File: config.mk
export PLATFORM = sky130hd
export DESIGN_NAME = peripheral_axi4_mpram_master
export DESIGN_NICKNAME = d
export VERILOG_FILES = /design/src/rtl/peripheral_axi4_mpram_pkg.sv /design/src/rtl/peripheral_axi4_mpram_watchdog.sv /design/src/rtl/peripheral_axi4_mpram_master.sv
export SDC_FILE = /design/constraint.sdc
export NUM_CORES = 1
export LEC_CHECK = 0
export CORE_AREA = 2 2 155 157
export DETAILED_ROUTE_END_ITERATION = 16
export DIE_AREA = 0 0 157 159
export PLACE_DENSITY = 0.64
export SLEW_MARGIN = 25
export SYNTH_ARGS = -nofsm -noshare
export SYNTH_HDL_FRONTEND = slang
export SYNTH_SLANG_ARGS = --single-unit
File: constraint.sdc
create_clock -name clk_i -period 2.11 [get_ports clk_i]
set_input_delay 0.5275 -clock clk_i [delete_from_list [all_inputs] [get_ports clk_i]]
set_output_delay 0.5275 -clock clk_i [all_outputs]
set_load 0.03 [all_outputs]
File: src/rtl/peripheral_axi4_mpram_pkg.sv
// Shared types and constants for the MPRAM-to-AXI4 initiator: FSM states,
// AXI burst/response encodings and the AXI size helper.
package peripheral_axi4_mpram_pkg;

`ifdef PERIPHERAL_AXI4_MPRAM_MASTER_TIMEOUT_EN
  typedef enum logic [2:0] {
    ST_IDLE    = 3'd0,
    ST_WR_REQ  = 3'd1,
    ST_WR_RESP = 3'd2,
    ST_RD_REQ  = 3'd3,
    ST_RD_RESP = 3'd4,
    ST_DRAIN   = 3'd5
  } state_e;
`else
  typedef enum logic [2:0] {
    ST_IDLE    = 3'd0,
    ST_WR_REQ  = 3'd1,
    ST_WR_RESP = 3'd2,
    ST_RD_REQ  = 3'd3,
    ST_RD_RESP = 3'd4
  } state_e;
`endif

  localparam logic [1:0] AXI_BURST_FIXED = 2'b00;
  localparam logic [1:0] AXI_BURST_INCR  = 2'b01;
  localparam logic [1:0] AXI_BURST_WRAP  = 2'b10;

  localparam logic [1:0] AXI_RESP_OKAY   = 2'b00;
  localparam logic [1:0] AXI_RESP_EXOKAY = 2'b01;
  localparam logic [1:0] AXI_RESP_SLVERR = 2'b10;
  localparam logic [1:0] AXI_RESP_DECERR = 2'b11;

  function automatic logic [2:0] axi_size(input int data_width);
    case (data_width)
      8:       axi_size = 3'd0;
      16:      axi_size = 3'd1;
      32:      axi_size = 3'd2;
      64:      axi_size = 3'd3;
      default: axi_size = 3'd0;
    endcase
  endfunction

endpackage

File: src/rtl/peripheral_axi4_mpram_watchdog.sv
// Response watchdog: counts cycles while enabled, returns to zero on clear,
// and flags expiry once TIMEOUT_CYCLES-1 is reached.
module peripheral_axi4_mpram_watchdog
  import peripheral_axi4_mpram_pkg::*;
#(
  parameter int TIMEOUT_CYCLES = 1024
) (
  input  logic clk,
  input  logic rst,
  input  logic clear,
  input  logic enable,
  output logic expired
);

  localparam int CW = $clog2(TIMEOUT_CYCLES) + 1;

  logic [CW-1:0] count;

  assign expired = enable && (count == CW'(TIMEOUT_CYCLES - 1));

  // cycle counter, saturates at the expiry value
  always_ff @(posedge clk) begin
    if (rst) begin
      count <= {CW{1'b0}};
    end else if (clear) begin
      count <= {CW{1'b0}};
    end else if (enable && !expired) begin
      count <= count + CW'(1);
    end else begin
      count <= count;
    end
  end

endmodule

File: src/rtl/peripheral_axi4_mpram_master.sv
// Single-outstanding AXI4 initiator turning MPRAM req/we/addr/be/data requests
// into single-beat AXI4 transactions. Optional watchdog: PERIPHERAL_AXI4_MPRAM_MASTER_TIMEOUT_EN.
module peripheral_axi4_mpram_master
  import peripheral_axi4_mpram_pkg::*;
#(
  parameter int AXI_ID_WIDTH   = 10,
  parameter int AXI_ADDR_WIDTH = 32,
  parameter int AXI_DATA_WIDTH = 32,
  parameter int AXI_STRB_WIDTH = 4,
  parameter int AXI_USER_WIDTH = 10,
  parameter int MASTER_ID      = 0,
  parameter int TIMEOUT_CYCLES = 1024
) (
  input  logic                        clk_i,
  input  logic                        rst_i,
  input  logic                        req_i,
  input  logic                        we_i,
  input  logic [AXI_ADDR_WIDTH-1:0]   addr_i,
  input  logic [AXI_DATA_WIDTH/8-1:0] be_i,
  input  logic [AXI_DATA_WIDTH-1:0]   data_i,
  output logic                        gnt_o,
  output logic                        rvalid_o,
  output logic [AXI_DATA_WIDTH-1:0]   rdata_o,
  output logic                        err_o,
  output logic [AXI_ID_WIDTH-1:0]     axi_aw_id,
  output logic [AXI_ADDR_WIDTH-1:0]   axi_aw_addr,
  output logic [7:0]                  axi_aw_len,
  output logic [2:0]                  axi_aw_size,
  output logic [1:0]                  axi_aw_burst,
  output logic                        axi_aw_lock,
  output logic [3:0]                  axi_aw_cache,
  output logic [2:0]                  axi_aw_prot,
  output logic [3:0]                  axi_aw_qos,
  output logic [3:0]                  axi_aw_region,
  output logic [AXI_USER_WIDTH-1:0]   axi_aw_user,
  output logic                        axi_aw_valid,
  input  logic                        axi_aw_ready,
  output logic [AXI_DATA_WIDTH-1:0]   axi_w_data,
  output logic [AXI_STRB_WIDTH-1:0]   axi_w_strb,
  output logic                        axi_w_last,
  output logic [AXI_USER_WIDTH-1:0]   axi_w_user,
  output logic                        axi_w_valid,
  input  logic                        axi_w_ready,
  input  logic [AXI_ID_WIDTH-1:0]     axi_b_id,
  input  logic [1:0]                  axi_b_resp,
  input  logic [AXI_USER_WIDTH-1:0]   axi_b_user,
  input  logic                        axi_b_valid,
  output logic                        axi_b_ready,
  output logic [AXI_ID_WIDTH-1:0]     axi_ar_id,
  output logic [AXI_ADDR_WIDTH-1:0]   axi_ar_addr,
  output logic [7:0]                  axi_ar_len,
  output logic [2:0]                  axi_ar_size,
  output logic [1:0]                  axi_ar_burst,
  output logic                        axi_ar_lock,
  output logic [3:0]                  axi_ar_cache,
  output logic [2:0]                  axi_ar_prot,
  output logic [3:0]                  axi_ar_qos,
  output logic [3:0]                  axi_ar_region,
  output logic [AXI_USER_WIDTH-1:0]   axi_ar_user,
  output logic                        axi_ar_valid,
  input  logic                        axi_ar_ready,
  input  logic [AXI_ID_WIDTH-1:0]     axi_r_id,
  input  logic [AXI_DATA_WIDTH-1:0]   axi_r_data,
  input  logic [1:0]                  axi_r_resp,
  input  logic                        axi_r_last,
  input  logic [AXI_USER_WIDTH-1:0]   axi_r_user,
  input  logic                        axi_r_valid,
  output logic                        axi_r_ready
);

  localparam logic [2:0] SIZE = axi_size(AXI_DATA_WIDTH);
  localparam logic [AXI_ID_WIDTH-1:0] ID = AXI_ID_WIDTH'(MASTER_ID);

  state_e                      state, state_next;
  logic [AXI_ADDR_WIDTH-1:0]   cap_addr;
  logic [AXI_DATA_WIDTH-1:0]   cap_data;
  logic [AXI_STRB_WIDTH-1:0]   cap_be;
  logic                        cap_we;
  logic                        aw_done, w_done;
  logic                        aw_done_next, w_done_next;
  logic                        rvalid;
  logic [AXI_DATA_WIDTH-1:0]   rdata;
  logic                        err;
  logic                        in_wr, in_rd, in_resp;
  logic                        accept, aw_hs, w_hs, ar_hs, b_hs, r_hs;
  logic                        timeout_hit;
  logic                        unused_inputs;

  assign in_wr   = (state == ST_WR_REQ);
  assign in_rd   = (state == ST_RD_REQ);
  assign in_resp = (state == ST_WR_RESP) || (state == ST_RD_RESP);
  assign accept  = (state == ST_IDLE) && req_i;

  assign aw_hs = axi_aw_valid && axi_aw_ready;
  assign w_hs  = axi_w_valid && axi_w_ready;
  assign ar_hs = axi_ar_valid && axi_ar_ready;
  assign b_hs  = axi_b_valid && axi_b_ready;
  assign r_hs  = axi_r_valid && axi_r_ready;

  assign aw_done_next = aw_done || aw_hs;
  assign w_done_next  = w_done || w_hs;

`ifdef PERIPHERAL_AXI4_MPRAM_MASTER_TIMEOUT_EN
  logic wd_expired;

  peripheral_axi4_mpram_watchdog #(
    .TIMEOUT_CYCLES(TIMEOUT_CYCLES)
  ) u_watchdog (
    .clk    (clk_i),
    .rst    (rst_i),
    .clear  (!in_resp),
    .enable (in_resp),
    .expired(wd_expired)
  );

  // a handshake in the expiry cycle wins over the timeout
  assign timeout_hit = wd_expired && !b_hs && !r_hs;
  assign axi_b_ready = (state == ST_WR_RESP) || ((state == ST_DRAIN) && cap_we);
  assign axi_r_ready = (state == ST_RD_RESP) || ((state == ST_DRAIN) && !cap_we);
`else
  localparam int unused_timeout = TIMEOUT_CYCLES;
  assign timeout_hit = 1'b0;
  assign axi_b_ready = (state == ST_WR_RESP);
  assign axi_r_ready = (state == ST_RD_RESP);
`endif

  // state register
  always_ff @(posedge clk_i) begin
    if (rst_i) begin
      state <= ST_IDLE;
    end else begin
      state <= state_next;
    end
  end

  // next-state decode
  always_comb begin
    state_next = state;
    case (state)
      ST_IDLE: begin
        if (req_i) begin
          state_next = we_i ? ST_WR_REQ : ST_RD_REQ;
        end else begin
          state_next = ST_IDLE;
        end
      end
      ST_WR_REQ: begin
        if (aw_done_next && w_done_next) begin
          state_next = ST_WR_RESP;
        end else begin
          state_next = ST_WR_REQ;
        end
      end
      ST_WR_RESP: begin
        if (b_hs) begin
          state_next = ST_IDLE;
`ifdef PERIPHERAL_AXI4_MPRAM_MASTER_TIMEOUT_EN
        end else if (timeout_hit) begin
          state_next = ST_DRAIN;
`endif
        end else begin
          state_next = ST_WR_RESP;
        end
      end
      ST_RD_REQ: begin
        if (ar_hs) begin
          state_next = ST_RD_RESP;
        end else begin
          state_next = ST_RD_REQ;
        end
      end
      ST_RD_RESP: begin
        if (r_hs) begin
          state_next = ST_IDLE;
`ifdef PERIPHERAL_AXI4_MPRAM_MASTER_TIMEOUT_EN
        end else if (timeout_hit) begin
          state_next = ST_DRAIN;
`endif
        end else begin
          state_next = ST_RD_RESP;
        end
      end
`ifdef PERIPHERAL_AXI4_MPRAM_MASTER_TIMEOUT_EN
      ST_DRAIN: begin
        if (b_hs || r_hs) begin
          state_next = ST_IDLE;
        end else begin
          state_next = ST_DRAIN;
        end
      end
`endif
      default: state_next = ST_IDLE;
    endcase
  end

  // request capture and per-channel write handshake flags
  always_ff @(posedge clk_i) begin
    if (rst_i) begin
      cap_addr <= {AXI_ADDR_WIDTH{1'b0}};
      cap_data <= {AXI_DATA_WIDTH{1'b0}};
      cap_be   <= {AXI_STRB_WIDTH{1'b0}};
      cap_we   <= 1'b0;
      aw_done  <= 1'b0;
      w_done   <= 1'b0;
    end else if (accept) begin
      cap_addr <= addr_i;
      cap_data <= data_i;
      cap_be   <= be_i;
      cap_we   <= we_i;
      aw_done  <= 1'b0;
      w_done   <= 1'b0;
    end else if (in_wr) begin
      aw_done  <= aw_done_next;
      w_done   <= w_done_next;
    end else begin
      aw_done  <= aw_done;
      w_done   <= w_done;
    end
  end

  // registered response strobe; rdata/err hold between strobes
  always_ff @(posedge clk_i) begin
    if (rst_i) begin
      rvalid <= 1'b0;
      rdata  <= {AXI_DATA_WIDTH{1'b0}};
      err    <= 1'b0;
    end else if ((state == ST_WR_RESP) && b_hs) begin
      rvalid <= 1'b1;
      rdata  <= {AXI_DATA_WIDTH{1'b0}};
      err    <= axi_b_resp[1];
    end else if ((state == ST_RD_RESP) && r_hs) begin
      rvalid <= 1'b1;
      rdata  <= axi_r_data;
      err    <= axi_r_resp[1];
    end else if (timeout_hit) begin
      rvalid <= 1'b1;
      rdata  <= {AXI_DATA_WIDTH{1'b0}};
      err    <= 1'b1;
    end else begin
      rvalid <= 1'b0;
    end
  end

  assign gnt_o    = (state == ST_IDLE);
  assign rvalid_o = rvalid;
  assign rdata_o  = rdata;
  assign err_o    = err;

  // fixed fields read as zero outside their request phase
  assign axi_aw_id     = in_wr ? ID : {AXI_ID_WIDTH{1'b0}};
  assign axi_aw_addr   = cap_addr;
  assign axi_aw_len    = 8'd0;
  assign axi_aw_size   = in_wr ? SIZE : 3'd0;
  assign axi_aw_burst  = in_wr ? AXI_BURST_INCR : 2'b00;
  assign axi_aw_lock   = 1'b0;
  assign axi_aw_cache  = 4'd0;
  assign axi_aw_prot   = 3'd0;
  assign axi_aw_qos    = 4'd0;
  assign axi_aw_region = 4'd0;
  assign axi_aw_user   = {AXI_USER_WIDTH{1'b0}};
  assign axi_aw_valid  = in_wr && !aw_done;

  assign axi_w_data    = cap_data;
  assign axi_w_strb    = cap_be;
  assign axi_w_last    = in_wr;
  assign axi_w_user    = {AXI_USER_WIDTH{1'b0}};
  assign axi_w_valid   = in_wr && !w_done;

  assign axi_ar_id     = in_rd ? ID : {AXI_ID_WIDTH{1'b0}};
  assign axi_ar_addr   = cap_addr;
  assign axi_ar_len    = 8'd0;
  assign axi_ar_size   = in_rd ? SIZE : 3'd0;
  assign axi_ar_burst  = in_rd ? AXI_BURST_INCR : 2'b00;
  assign axi_ar_lock   = 1'b0;
  assign axi_ar_cache  = 4'd0;
  assign axi_ar_prot   = 3'd0;
  assign axi_ar_qos    = 4'd0;
  assign axi_ar_region = 4'd0;
  assign axi_ar_user   = {AXI_USER_WIDTH{1'b0}};
  assign axi_ar_valid  = in_rd;

  assign unused_inputs = ^{axi_b_id, axi_b_resp[0], axi_b_user, axi_r_id,
                           axi_r_resp[0], axi_r_last, axi_r_user};

endmodule
* Yosys cells after proc, flatten, opt, wreduce, memory -nomap -nowiden
Index checks and enable logic that the tools add are counted.
** Word-level totals
- Register bits after elaboration :: 107
- Bits in latches :: 0
- Bits in writable memories :: 0
- ROM bits :: 0
- Bits of input ports :: 154
- Output and inout port bits :: 249
- Logic and storage cells :: 47
- Memories :: 0
** Cells by class
- Add/sub/neg operators :: 0
- $mul :: 0
- Div/mod/pow operators :: 0
- Order comparisons :: 0
- Equal/unequal tests :: 4
- Shifts and indexed selects :: 0
- Mux-type cells :: 15
- Bitwise logic cells :: 0
- Reduce and logical (&&, ||, !) cells :: 19
** Operators with widths (number)
- 3-bit one-hot mux with 5 select lines :: 1
- 2-bit two-way mux :: 6
- 1-bit logical AND :: 11
- 3-bit by 2-bit == test with 1-bit output (second input constant) :: 2
- 1-bit two-way mux :: 6
- 3-bit two-way mux :: 2
- 2-bit OR reduction :: 2
- 3-bit by 1-bit == test with 1-bit output (second input constant) :: 1
- 3-bit == test (second input constant) :: 1
- 3-bit logical NOT :: 1
- 1-bit logical NOT :: 2
- 1-bit logical OR :: 2
- 2-bit nonzero test :: 1

* Depth between registers and ports, before layout
- Depth in word-level cells :: 7
- Depth in mapped cells :: 6
- Gate-level depth less buffers :: 4

* Worst setup path after synthesis
Ideal clock, no wire load.
- Path kind :: reg-to-output
- Start :: register state[0]
- End :: output axi_aw_burst[0]
- Arrival time :: 1.483 ns
- Required time :: 1.582 ns
- Setup slack :: 0.100 ns
- Stages on the path, launching flop included :: 5
- Path buffers :: 2
- Path through :: dfxtp_1 -> buf_6 -> or3b_2 -> inv_1 -> buf_4
** Between the ends
- Longest elaborated chain between the ends :: 2
** RTL lines
- start, declared :: line peripheral_axi4_mpram_master.sv:74 : state_e state, state_next;
- start signal, assigned :: line peripheral_axi4_mpram_master.sv:132 : state <= state_next;
- 3-bit by 1-bit == test with 1-bit output :: line peripheral_axi4_mpram_master.sv:89 : assign in_wr = (state == ST_WR_REQ);
- named net axi_w_last :: line peripheral_axi4_mpram_master.sv:40 : output logic axi_w_last,
- 1-bit two-way mux :: line peripheral_axi4_mpram_master.sv:254 : assign axi_aw_burst = in_wr ? AXI_BURST_INCR : 2'b00;
- end, declared :: line peripheral_axi4_mpram_master.sv:29 : output logic [1:0] axi_aw_burst,
The timed path passes the listed nets, and every way through them passes these cells.

* Final worst setup path
- Start :: register state[0]
- End :: output axi_aw_size[1]
** Between the ends
- Longest elaborated chain between the ends :: 2
** RTL lines
- 3-bit by 1-bit == test with 1-bit output :: line peripheral_axi4_mpram_master.sv:89
- 2-bit two-way mux :: line peripheral_axi4_mpram_master.sv:253 : assign axi_aw_size = in_wr ? SIZE : 3'd0;
- end, declared :: line peripheral_axi4_mpram_master.sv:28 : output logic [2:0] axi_aw_size,
Every way passes these cells.

==> results by group <==
Run status
  – Status: completed

Routing
  – DR pass1 iterations: 4
  – Vias per std cell: roughly 3.8
  – Via count: roughly 4300
  – DRT antenna net count: 0
  – Iteration-0 DRC Markers: 117
  – Routed WL: 14300 um
  – Post-DR wirelength/cell: 12.4 um
  – # DRC: 0

Worst setup path
  – Worst setup SP type: flop
  – Worst stage delay on the critical path: between 0.4 and 0.5 ns
  – Crit Path Class: flop to primary output
  – R2R setup slack: 0.41 ns
  – Worst EP arrival: 1.46 ns
  – Critical Path RT: 1.58 ns
  – Critical Path Sink Type: primary output
  – Reg2reg start: state[2]
  – Worst r2r dst: err_o
  – Crit Path Max Fanout: 6
  – Worst r2r path cells: 5
  – CP Cell Sequence: or3b_4, inv_2, buf_4
  – Critical-path cell with the highest stage delay: or3b_4

CTS
  – Clk_lat worst skew: 0.35 ns
  – CTS max path bufs: 2
  – # Post-CTS Setup Buffers: 0
  – CTS tree: yes
  – Post_cts resized: 4
  – H-tree depth: 3
  – Root Driver: clkbuf_16
  – CTS sink count: 107
  – CTS Hold Bufs: 0
  – TritonCTS buffer count: 9
  – Worst-path clk slew: 0.07 ns

Floorplan
  – Core ar.: 23200 um2
  – Row count: between 50 and 60
  – Number of I/O pins: ~400
  – Die Wd: 157 um
  – Die height: 159 um
  – DIE AREA: 25000 um2
  – Initial core utilization: 0.217

STA
  – Final Max Tran Viols: 0
  – Clk_skew: around 0.0091 ns
  – Final-report hold violation count: 0
  – Tcrit/Tclk final: 0.942
  – RSZ-0062 raised after global routing: false
  – Worst rel slew slack: 0.657
  – Fmax: 503 MHz
  – # setup viols final: 0
  – Setup ws final: 0.122 ns
  – Final critical-path required period: 1.99 ns
  – Tightest Pin Transition: 0.515 ns

Placed design
  – Port Buffer Count: 255
  – Setup WS pre-CTS: 0.0109 ns
  – Dpl hpwl: approximately 10000 um
  – Gp weighted congestion: 0.688
  – Placed insts: 1136

Synth
  – Synth top area share: 0.425
  – Avg Synthesized Cell Area: about 8 um2
  – Area contributors post-synth: dfxtp_1, buf_4, nand2_1
  – Ys async rst share: 0
  – Unique cell type count in the Yosys netlist: 28
  – Yosys reg bits: 107
  – Synth cell count leaders: nand2_1, buf_4, dfxtp_1
  – Yosys warnings: 0
  – Largest area contributor in the netlist: dfxtp_1
  – Cells after Synth: roughly 630
  – EDFF count, synth: 0
  – Most numerous cell in the Yosys netlist: nand2_1
  – Register area share after synthesis: 0.425
  – Most used DFF post-synth: dfxtp_1
  – Mapped cell area: 5030 um2

Global route
  – Initial antenna violation count: 0
  – GRT Total Usage: 0.110
  – Global-route wire length before repair: 21400 um
  – Total congestion overflow: 0
  – Vias in the first global route: 3896
  – Largest net degree at the start of global routing: 48

Power
  – Reg power frac: 0.405
  – Clock power share: 0.314
  – Power Dens Cells: 722 nW/um2
  – Cell leakage power: 2.83 nW
  – Design internal power: roughly 0.0036 W
  – Comb pwr share: 0.281
  – Tot Pwr: roughly 0.0054 W
  – Switching Share: 0.333
  – Total net switching power: about 0.0018 W
  – Max IR drop VDD: 0.000421 V

Final layout
  – Area Growth Syn to Fin: 49.2%
  – Final cell count without fillers: 1152
  – Final #Nets: 982
  – Ant diodes: 0
  – Fraction of layout cells with a size suffix above 1: 0.0612

Min path
  – Hold depth: 2
  – Min-delay worst type: input pin to flop
  – Worst Hold Path EP: rvalid_o
  – HP Start: rst_i

Job
  – Max-Cap Viols: 0
[per-stage QoR]
step	setup TNS (ns)	hold WS, ns	area (um2)	util
after detailed placement	0	0.446	7200	0.310
after CTS	-0.00935	0.394	7510	0.324
after global routing	0	0.414	7510	0.324
after global placement	0	0.441	7200	0.310
after floorplan	0	0.496	5420	-
final	0	0.412	7510	0.324
[metal layers]
metal / wire length, um / vias up / GRT usage
met1: 5870 / 1974 / 0.122
li1: - / 2147 / -
met5: 0 / - / 0
met3: 1310 / 11 / 0.0435
met2: 6920 / 211 / 0.190
met4: 173 / 0 / 0.0338
[cell type report]
type,instances,area (um2)
clock buffers,12,267
clock inverters,4,32.5
fillers,2452,15700
inverters,1,3.75
multi-input cells,442,1930
flip-flops and latches,107,2140
well taps,319,399
repair buffers,267,2740
[placed cells by master, fill, tap and decap left out]
cell type and instances:
clkdlybuf4s50_1 243, nand2_1 202, dfxtp_1 107, conb_1 104
a21oi_1 103, buf_4 12, buf_12 10, clkbuf_16 9
nor2_1 6, nor3_1 3, clkbuf_8 3, nand2b_1 2
and4bb_2 2, o22ai_1 2, o21a_1 2, nand3b_1 2
a21boi_0 2, clkinvlp_4 2, or3b_4 1, inv_2 1
and3b_2 1, nor3b_2 1, nor2_4 1, nor4b_4 1
or4b_4 1, or4bb_2 1, or2_1 1, mux2_2 1
or3b_2 1, a21o_1 1, a22oi_1 1, inv_6 1
clkinv_4 1, buf_2 1, dlygate4sd2_1 1
[worst max-delay path, delay by kind of cell (launching register included)]
kind	cells	cell delay [ns]
AND/OR/NAND/NOR	1	0.44
buffers and inverters	2	0.30
flip-flops	1	0.37
[worst max path at each step]
stage                      from         endpoint  depth (start not counted)
floorplan              state[0]  axi_aw_burst[0]                          4
global placement    axi_r_valid            err_o                          5
detailed placement        req_i   axi_w_data[28]                          5
CTS                    state[0]     axi_aw_valid                          3
global route           state[0]     axi_ar_valid                          3
finish                 state[0]   axi_aw_size[1]                          3
[flip-flops by register name, indices dropped and copies added (netlist names)]
signal	count
rvalid_o	1
axi_w_data	32
axi_ar_addr	32
state	3
rdata_o	32
axi_w_strb	4
w_done	1
aw_done	1
err_o	1
[power by group through the flow]
stage / Clock, W / Sequential [W] / Combinational, W
finish: 0.00170 / 0.00220 / 0.00152
detailed placement: 0 / 0.00225 / 0.00153
global route: 0.00189 / 0.00221 / 0.00162
CTS: 0.00181 / 0.00220 / 0.00153
global placement: 0 / 0.00224 / 0.00152
floorplan: 0 / 0.00244 / 0.000935
[cells by family (layout without fill, tap and decap cells)]
group	after synthesis	in the layout	share of synthesized area
compound gates	111	111	0.114
mux	1	1	0.00224
flops	107	107	0.425
buf+inv	179	284	0.271
other cells	1	104	0.000745
simple gates	226	226	0.187
(Power assumes the default switching activity.)
